<file path="src/rtl/count_monitor.sv">
// count_monitor: debounces a count bus coming from an asynchronous ripple
// counter. q_in passes through a two-flop synchronizer. A value is accepted
// only after STABLE consecutive identical synchronized samples. Each accepted
// change produces a one-cycle valid pulse. When valid pulses, wrap reports a
// decrease in the count and match reports equality with thresh. wrap_cnt is
// a saturating count of wrap events.
//
// STABLE must lie in 2..8.
module count_monitor #(
  parameter int WIDTH  = 4,
  parameter int STABLE = 2
) (
  input  logic             clk,
  input  logic             rst,
  input  logic [WIDTH-1:0] q_in,
  input  logic             en,
  input  logic [WIDTH-1:0] thresh,
  input  logic             clear,
  output logic [WIDTH-1:0] q_stable,
  output logic             valid,
  output logic             wrap,
  output logic             match,
  output logic [7:0]       wrap_cnt
);

  localparam int RUN_W = $clog2(STABLE + 1);
  localparam logic [RUN_W-1:0] RUN_MAX = RUN_W'(STABLE);
  localparam logic [RUN_W-1:0] RUN_ONE = RUN_W'(1);

  logic [WIDTH-1:0] s1_q, s2_q;
  logic [WIDTH-1:0] cand_q, cand_d;
  logic [RUN_W-1:0] run_q, run_d;
  logic [WIDTH-1:0] q_stable_q, q_stable_d;
  logic             valid_q, valid_d;
  logic             wrap_q, wrap_d;
  logic             match_q, match_d;
  logic [7:0]       wrap_cnt_q, wrap_cnt_d;

  // Two-flop synchronizer for the asynchronous count; it keeps running while
  // en is low so filtering can resume from fresh samples.
  always_ff @(posedge clk) begin
    if (rst) begin
      s1_q <= '0;
      s2_q <= '0;
    end else begin
      s1_q <= q_in;
      s2_q <= s2_next();
    end
  end

  function automatic logic [WIDTH-1:0] s2_next();
    return s1_q;
  endfunction

  // Stability filter, acceptance and wrap counting. The run counter
  // saturates, so a value held for a long time is accepted at most once.
  always_comb begin
    cand_d     = cand_q;
    run_d      = run_q;
    q_stable_d = q_stable_q;
    valid_d    = 1'b0;
    wrap_d     = 1'b0;
    match_d    = 1'b0;
    wrap_cnt_d = wrap_cnt_q;

    if (en) begin
      if (s2_q != cand_q) begin
        cand_d = s2_q;
        run_d  = RUN_ONE;
      end else if (run_q != RUN_MAX) begin
        run_d = run_q + RUN_ONE;
        // Accept only on the edge where the run reaches STABLE, and only if
        // the value actually differs from the one already published.
        if ((run_q == RUN_MAX - RUN_ONE) && (cand_q != q_stable_q)) begin
          q_stable_d = cand_q;
          valid_d    = 1'b1;
          wrap_d     = (cand_q < q_stable_q);
          match_d    = (cand_q == thresh);
        end
      end
    end

    // clear wins over a simultaneous wrap; the wrap pulse itself is unaffected.
    if (clear) begin
      wrap_cnt_d = 8'd0;
    end else if (wrap_d && (wrap_cnt_q != 8'hFF)) begin
      wrap_cnt_d = wrap_cnt_q + 8'd1;
    end
  end

  // State and output registers; rst overrides en and clear.
  always_ff @(posedge clk) begin
    if (rst) begin
      cand_q     <= '0;
      run_q      <= '0;
      q_stable_q <= '0;
      valid_q    <= 1'b0;
      wrap_q     <= 1'b0;
      match_q    <= 1'b0;
      wrap_cnt_q <= 8'd0;
    end else begin
      cand_q     <= cand_d;
      run_q      <= run_d;
      q_stable_q <= q_stable_d;
      valid_q    <= valid_d;
      wrap_q     <= wrap_d;
      match_q    <= match_d;
      wrap_cnt_q <= wrap_cnt_d;
    end
  end

  assign q_stable = q_stable_q;
  assign valid    = valid_q;
  assign wrap     = wrap_q;
  assign match    = match_q;
  assign wrap_cnt = wrap_cnt_q;

endmodule

</file>
<file path="config.mk">
export PLATFORM = sky130hd
export DESIGN_NAME = count_monitor
export DESIGN_NICKNAME = d
export VERILOG_FILES = /design/src/rtl/count_monitor.sv
export SDC_FILE = /design/constraint.sdc
export NUM_CORES = 1
export LEC_CHECK = 0
export CAP_MARGIN = 10
export CORE_MARGIN = 5
export CORE_UTILIZATION = 35
export DETAILED_ROUTE_END_ITERATION = 16
export GPL_ROUTABILITY_DRIVEN = 0
export PLACE_DENSITY = 0.71
export SETUP_SLACK_MARGIN = 0.1
export SLEW_MARGIN = 10
export SYNTH_ARGS = -nofsm -noshare
export SYNTH_HDL_FRONTEND = slang
export SYNTH_SLANG_ARGS = --single-unit
</file>
<file path="constraint.sdc">
create_clock -name clk -period 1.8 [get_ports clk]
set_input_delay 0.36 -clock clk [delete_from_list [all_inputs] [get_ports clk]]
set_output_delay 0.36 -clock clk [all_outputs]
set_load 0.05 [all_outputs]
</file>
Yosys cells after proc, flatten, opt, wreduce, memory -nomap -nowiden
Index checks and enable logic that the tools add are counted.

word-level totals
  register bits after elaboration = 29
  logic and storage cells = 38
  output and inout port bits = 15

cells by class
  bitwise gates (word level) = 4
  order comparisons = 1
  equality and inequality tests = 6
  mux-type cells = 7
  reductions and logical operators = 9
  $add $sub $neg = 2

operator list
  operator                                        number
  adder 8 x 1 -> 8 bit (second input constant)    1
  != test 4 bit                                   2
  != test 8 bit (second input constant)           1
  two-way mux 1 bit                               5
  OR reduction 5 bit                              1
  == test 4 bit                                   1
  less-than comparator 4 bit                      1
  two-way mux 2 bit                               2
  NOT 1 bit                                       4
  AND reduction 2 bit                             2
  AND reduction 4 bit                             1
  OR reduction 4 bit                              1
  adder 2 x 1 -> 2 bit (second input constant)    1
  == test 2 x 1 -> 1 bit (second input constant)  1
  logical AND 1 bit                               2
  != test 2 bit (second input constant)           1
  nonzero test 2 bit                              1
  OR reduction 2 bit                              1

Logic depth before layout (Yosys ltp)
  depth after elaboration = 7
  gate-level depth with buffers = 8

Least setup slack after synthesis
OpenSTA, ideal clock, no wires.

  kind = register to register
  from = reg q_stable_q[1] (netlist: q_stable[1])
  to = reg wrap_cnt_q[4] (netlist: wrap_cnt[4])
  cell stages (with the launch flop) = 8
  buffers on the path = 0
  arrival time = 2.190 ns
  slack = -0.460 ns
  cells stage by stage = dfxtp_1 > inv_1 > ha_1 > nor2b_1 > o211ai_1 > nand4_2 > or4_1 > a21oi_1

on the way
  longest elaborated chain between the ends = 7

ends and longest elaborated chain
  item                                                                line  RTL
  from (decl)                                                         33    logic [WIDTH-1:0] q_stable_q, q_stable_d;
  from (signal assigned)                                              104   q_stable_q <= q_stable_d;
  branches (longest 2 deep; another with less-than comparator 4 bit)  n/a
  two-way mux 1 bit *                                                 74    if ((run_q == RUN_MAX - RUN_ONE) && (cand_q != q_stable_q)) begin
  two-way mux 1 bit *                                                 70    end else if (run_q != RUN_MAX) begin
  two-way mux 1 bit *                                                 67    if (s2_q != cand_q) begin
  two-way mux 1 bit *                                                 66    if (en) begin
  logical AND 1 bit *                                                 86    end else if (wrap_d && (wrap_cnt_q != 8'hFF)) begin
  to (signal assigned)                                                108   wrap_cnt_q <= wrap_cnt_d;
  to (decl)                                                           37    logic [7:0] wrap_cnt_q, wrap_cnt_d;

Mark *: on every way between the ends.
A chain may end at the register's enable or synchronous reset.

Worst setup path after layout
  from = reg cand_q[2]
  to = reg wrap_cnt_q[6] (netlist: wrap_cnt[6])

on the way
  longest elaborated chain between the ends = 7

ends and longest elaborated chain
  item                                                                line  RTL
  from (decl)                                                         31    logic [WIDTH-1:0] cand_q, cand_d;
  from (signal assigned)                                              102   cand_q <= cand_d;
  branches (longest 4 deep; another with less-than comparator 4 bit)  n/a
  two-way mux 1 bit *                                                 67
  two-way mux 1 bit *                                                 66
  logical AND 1 bit *                                                 86

Marked as above.

==> metrics <==
Rel. slew slack=76.4%; HP Class=flop to flop; CP Class=flop to flop; Setup-failing EPs final=3; Routed wire per std cell=13.7 µm; Critical Path Start Type=flop; Syn Area/Cell=9.22 µm²; post-synth cell types=35; die width=71.4 µm; vias in the first global route=1,217; #FFs+latches synth=29; total die area=5100 µm²; finished layout cell area=2050 µm²; GRT busiest layer=met2; cell count after synthesis=143; placed instance count=232; Core Area=3660 µm²; RSZ-0062 raised after global routing=true; sequential fraction of the synthesis area=44.0%; input/output buffers=26; min Tclk post-route=1.83 ns; Post-Syn Area=1320 µm²; setup ws final=-0.0309 ns; Hold Path Sink=s2_q[0]$_SDFF_PP0_; Clock Pin Slew Worst Setup and Hold Paths=0.07 ns; DP Area=1790 µm²; initial DRC count=74; CTS max path bufs=2; Root Driver=clkbuf_8; Area growth syn-to-layout=55.7%; most frequent cells in the layout=buf_4 (39), dfxtp_1 (18), nand2_1 (12); Syn. warnings=0; most common cell after layout, fill and taps aside=buf_4; Routed Antenna Nets=0; max incr delay on CP=0.44 ns; CP top delay family=simple AND/OR/NAND/NOR gates; CTS buffer count=5; CTS tree=built; met1 usage=15.5%; run status=finished, violations left; GRT overflow=0; initial core utilization=36.0%; initial antenna violation count=0; DP HPWL=2.33 mm; Hold Startpoint=s1_q[0]$_SDFF_PP0_; largest net degree at the start of global routing=25; fin crit share=102%; synth top area cells=dfxtp_1 (44%), ha_1 (6.6%), nor2b_1 (4.7%), mux2i_1 (3.8%), nand2_1 (3.7%); CP Capture Type=flop; failing checks=negative setup slack; area share of the largest cell type after synthesis=44.0%; Worst Tran Pin Value=0.353 ns; slowest CP cell=or4_1; post-route total power=0.00135 W; Die H=71.4 µm; row count=22; Req. time, crit path=2.02 ns; fmax=0.546 GHz; share of layout cells above drive strength 1=44.9%; Buf/Inv on CP=2; reg2reg path depth=7; Peak supply drop=0.430 mV; post-route DRC violation count=0; cell breakdown of the critical path=buf_6 -> xor2_4 -> nor4_4 -> buf_4 -> nand4_4 -> or4_1 -> a21oi_2; vias per cell=5.14; Ports=27; register-to-register setup slack=-0.03 ns; leading area contributor after synthesis=dfxtp_1; Total GRT Usage=13.5%; met3 Use GR=4.07%; arrival time worst endpoint=2.05 ns; Inserted Diodes=0; total number of vias=1,264; Final Hold Viols=0; filler instances=323; Syn Nets=162; Hold Path Stages=1; Pwr per Cell Area=657 nW/µm²; maxcap violations=0; CTS sink cnt=29; Setup Total Neg Slack=-0.0589 ns; first-pass iteration count of the detailed router=5; Pins Over Slew Limit=0; Layout Cells excl Fill=246; drt total wl=3.37 mm; Max Clock Skew=0.0104 ns; htree depth=2; CP max FO=6; hold_buf cts=0; Leakage=0.852 nW; worst r2r dst=wrap_cnt[6]$_SDFFE_PP0P_; worst-skew pair later-pin latency=0.29 ns; first-pass GRT wire length=5.53 mm; Final nets=216; Worst R2R Start=cand_q[2]$_SDFFE_PP0P_; met2 Use GR=22.9%
-- worst max path at each step --
stage / from / end / slack [ns] / cells after the start
global route: cand_q[2]$_SDFFE_PP0P_ / wrap_cnt[6]$_SDFFE_PP0P_ / -0.13 / 7
detailed placement: en / wrap_cnt[6]$_SDFFE_PP0P_ / -0.25 / 6
CTS: cand_q[1]$_SDFFE_PP0P_ / wrap_cnt[6]$_SDFFE_PP0P_ / 0.0001 / 8
global placement: en / wrap_cnt[6]$_SDFFE_PP0P_ / -0.24 / 6
finish: cand_q[2]$_SDFFE_PP0P_ / wrap_cnt[6]$_SDFFE_PP0P_ / -0.03 / 7
floorplan: q_stable[1]$_SDFFE_PP0P_ / wrap_cnt[6]$_SDFFE_PP0P_ / -0.14 / 7
-- metal layers --
metal / wire [µm] / vias to the layer above
li1: - / 614
met1: 1360 / 593
met2: 1730 / 50
met3: 234 / 7
met4: 48 / 0
met5: 0 / -
-- cell type report --
cell class	instances	area, µm²	area share [%]
Multi-Input combinational cell	102	852	41.5
Sequential cell	29	607	29.6
Timing Repair Buffer	52	425	20.7
Clock buffer	6	72.6	3.53
Tap cell	48	60.1	2.93
Inverter	7	26.3	1.28
Clock inverter	2	10.0	0.488
-- kinds of logic (layout without fill, tap and decap cells) --
kind of cell    Yosys count  after routing  synth area share, %
compound gates           23             23                 11.7
xor+xnor                  8              8                 5.31
fa+ha+maj                 7              7                 6.64
buf+inv                  12             67                 3.51
flops                    29             29                 44.0
mux                       5              5                 3.80
simple gates             59             59                 25.0
-- cell usage after synthesis --
master	number
nand4_2	1
nand2_2	1
xor2_1	4
and2_1	1
mux2i_1	5
xnor2_1	4
or3_1	1
nor3_1	2
dfxtp_1	29
nand2_1	13
ha_1	7
nand3b_1	1
clkbuf_1	4
buf_2	1
a21o_1	1
nor2b_1	10
o31ai_1	3
o41ai_1	2
a21oi_1	9
o21ai_0	1
a21boi_0	1
nand4_1	3
a41o_1	1
inv_1	7
or4_1	4
nor4_4	1
a31oi_1	1
o311ai_0	1
and3_1	3
a311oi_1	1
nor2_1	10
nand3_1	6
or2_2	1
nor3b_1	1
o211ai_1	2
-- metrics by stage --
step / util [%] / worst slack, ns / hold slack (ns)
finish: 56.1 / -0.0309 / 0.439
global route: 56.1 / -0.127 / 0.459
CTS: 52.5 / 0.000103 / 0.441
detailed placement: 48.9 / -0.255 / 0.426
global placement: 48.9 / -0.236 / 0.424
floorplan: - / -0.143 / 0.414
-- repair_timing --
item / 4_1_cts / 5_1_grt
pin swaps: 7 / 3
buffers inserted: 2 / 4
gates resized for setup: 10 / 23
setup endpoints to repair: 12 / 13
-- power by group --
part | total (W) | internal [W] | switching (W)
sequential | 0.000659 | 0.000650 | 0.00000940
clock | 0.000520 | 0.000267 | 0.000253
combinational | 0.000170 | 0.0000948 | 0.0000755
-- registers in the layout, summed over array words and instances, names as in the netlist --
register and flops:
run_q 2, s1_q 4, match 1, cand_q 4, wrap 1, s2_q 4, valid 1, wrap_cnt 8
q_stable 4
No activity file was read; power rests on OpenSTA's default activity.
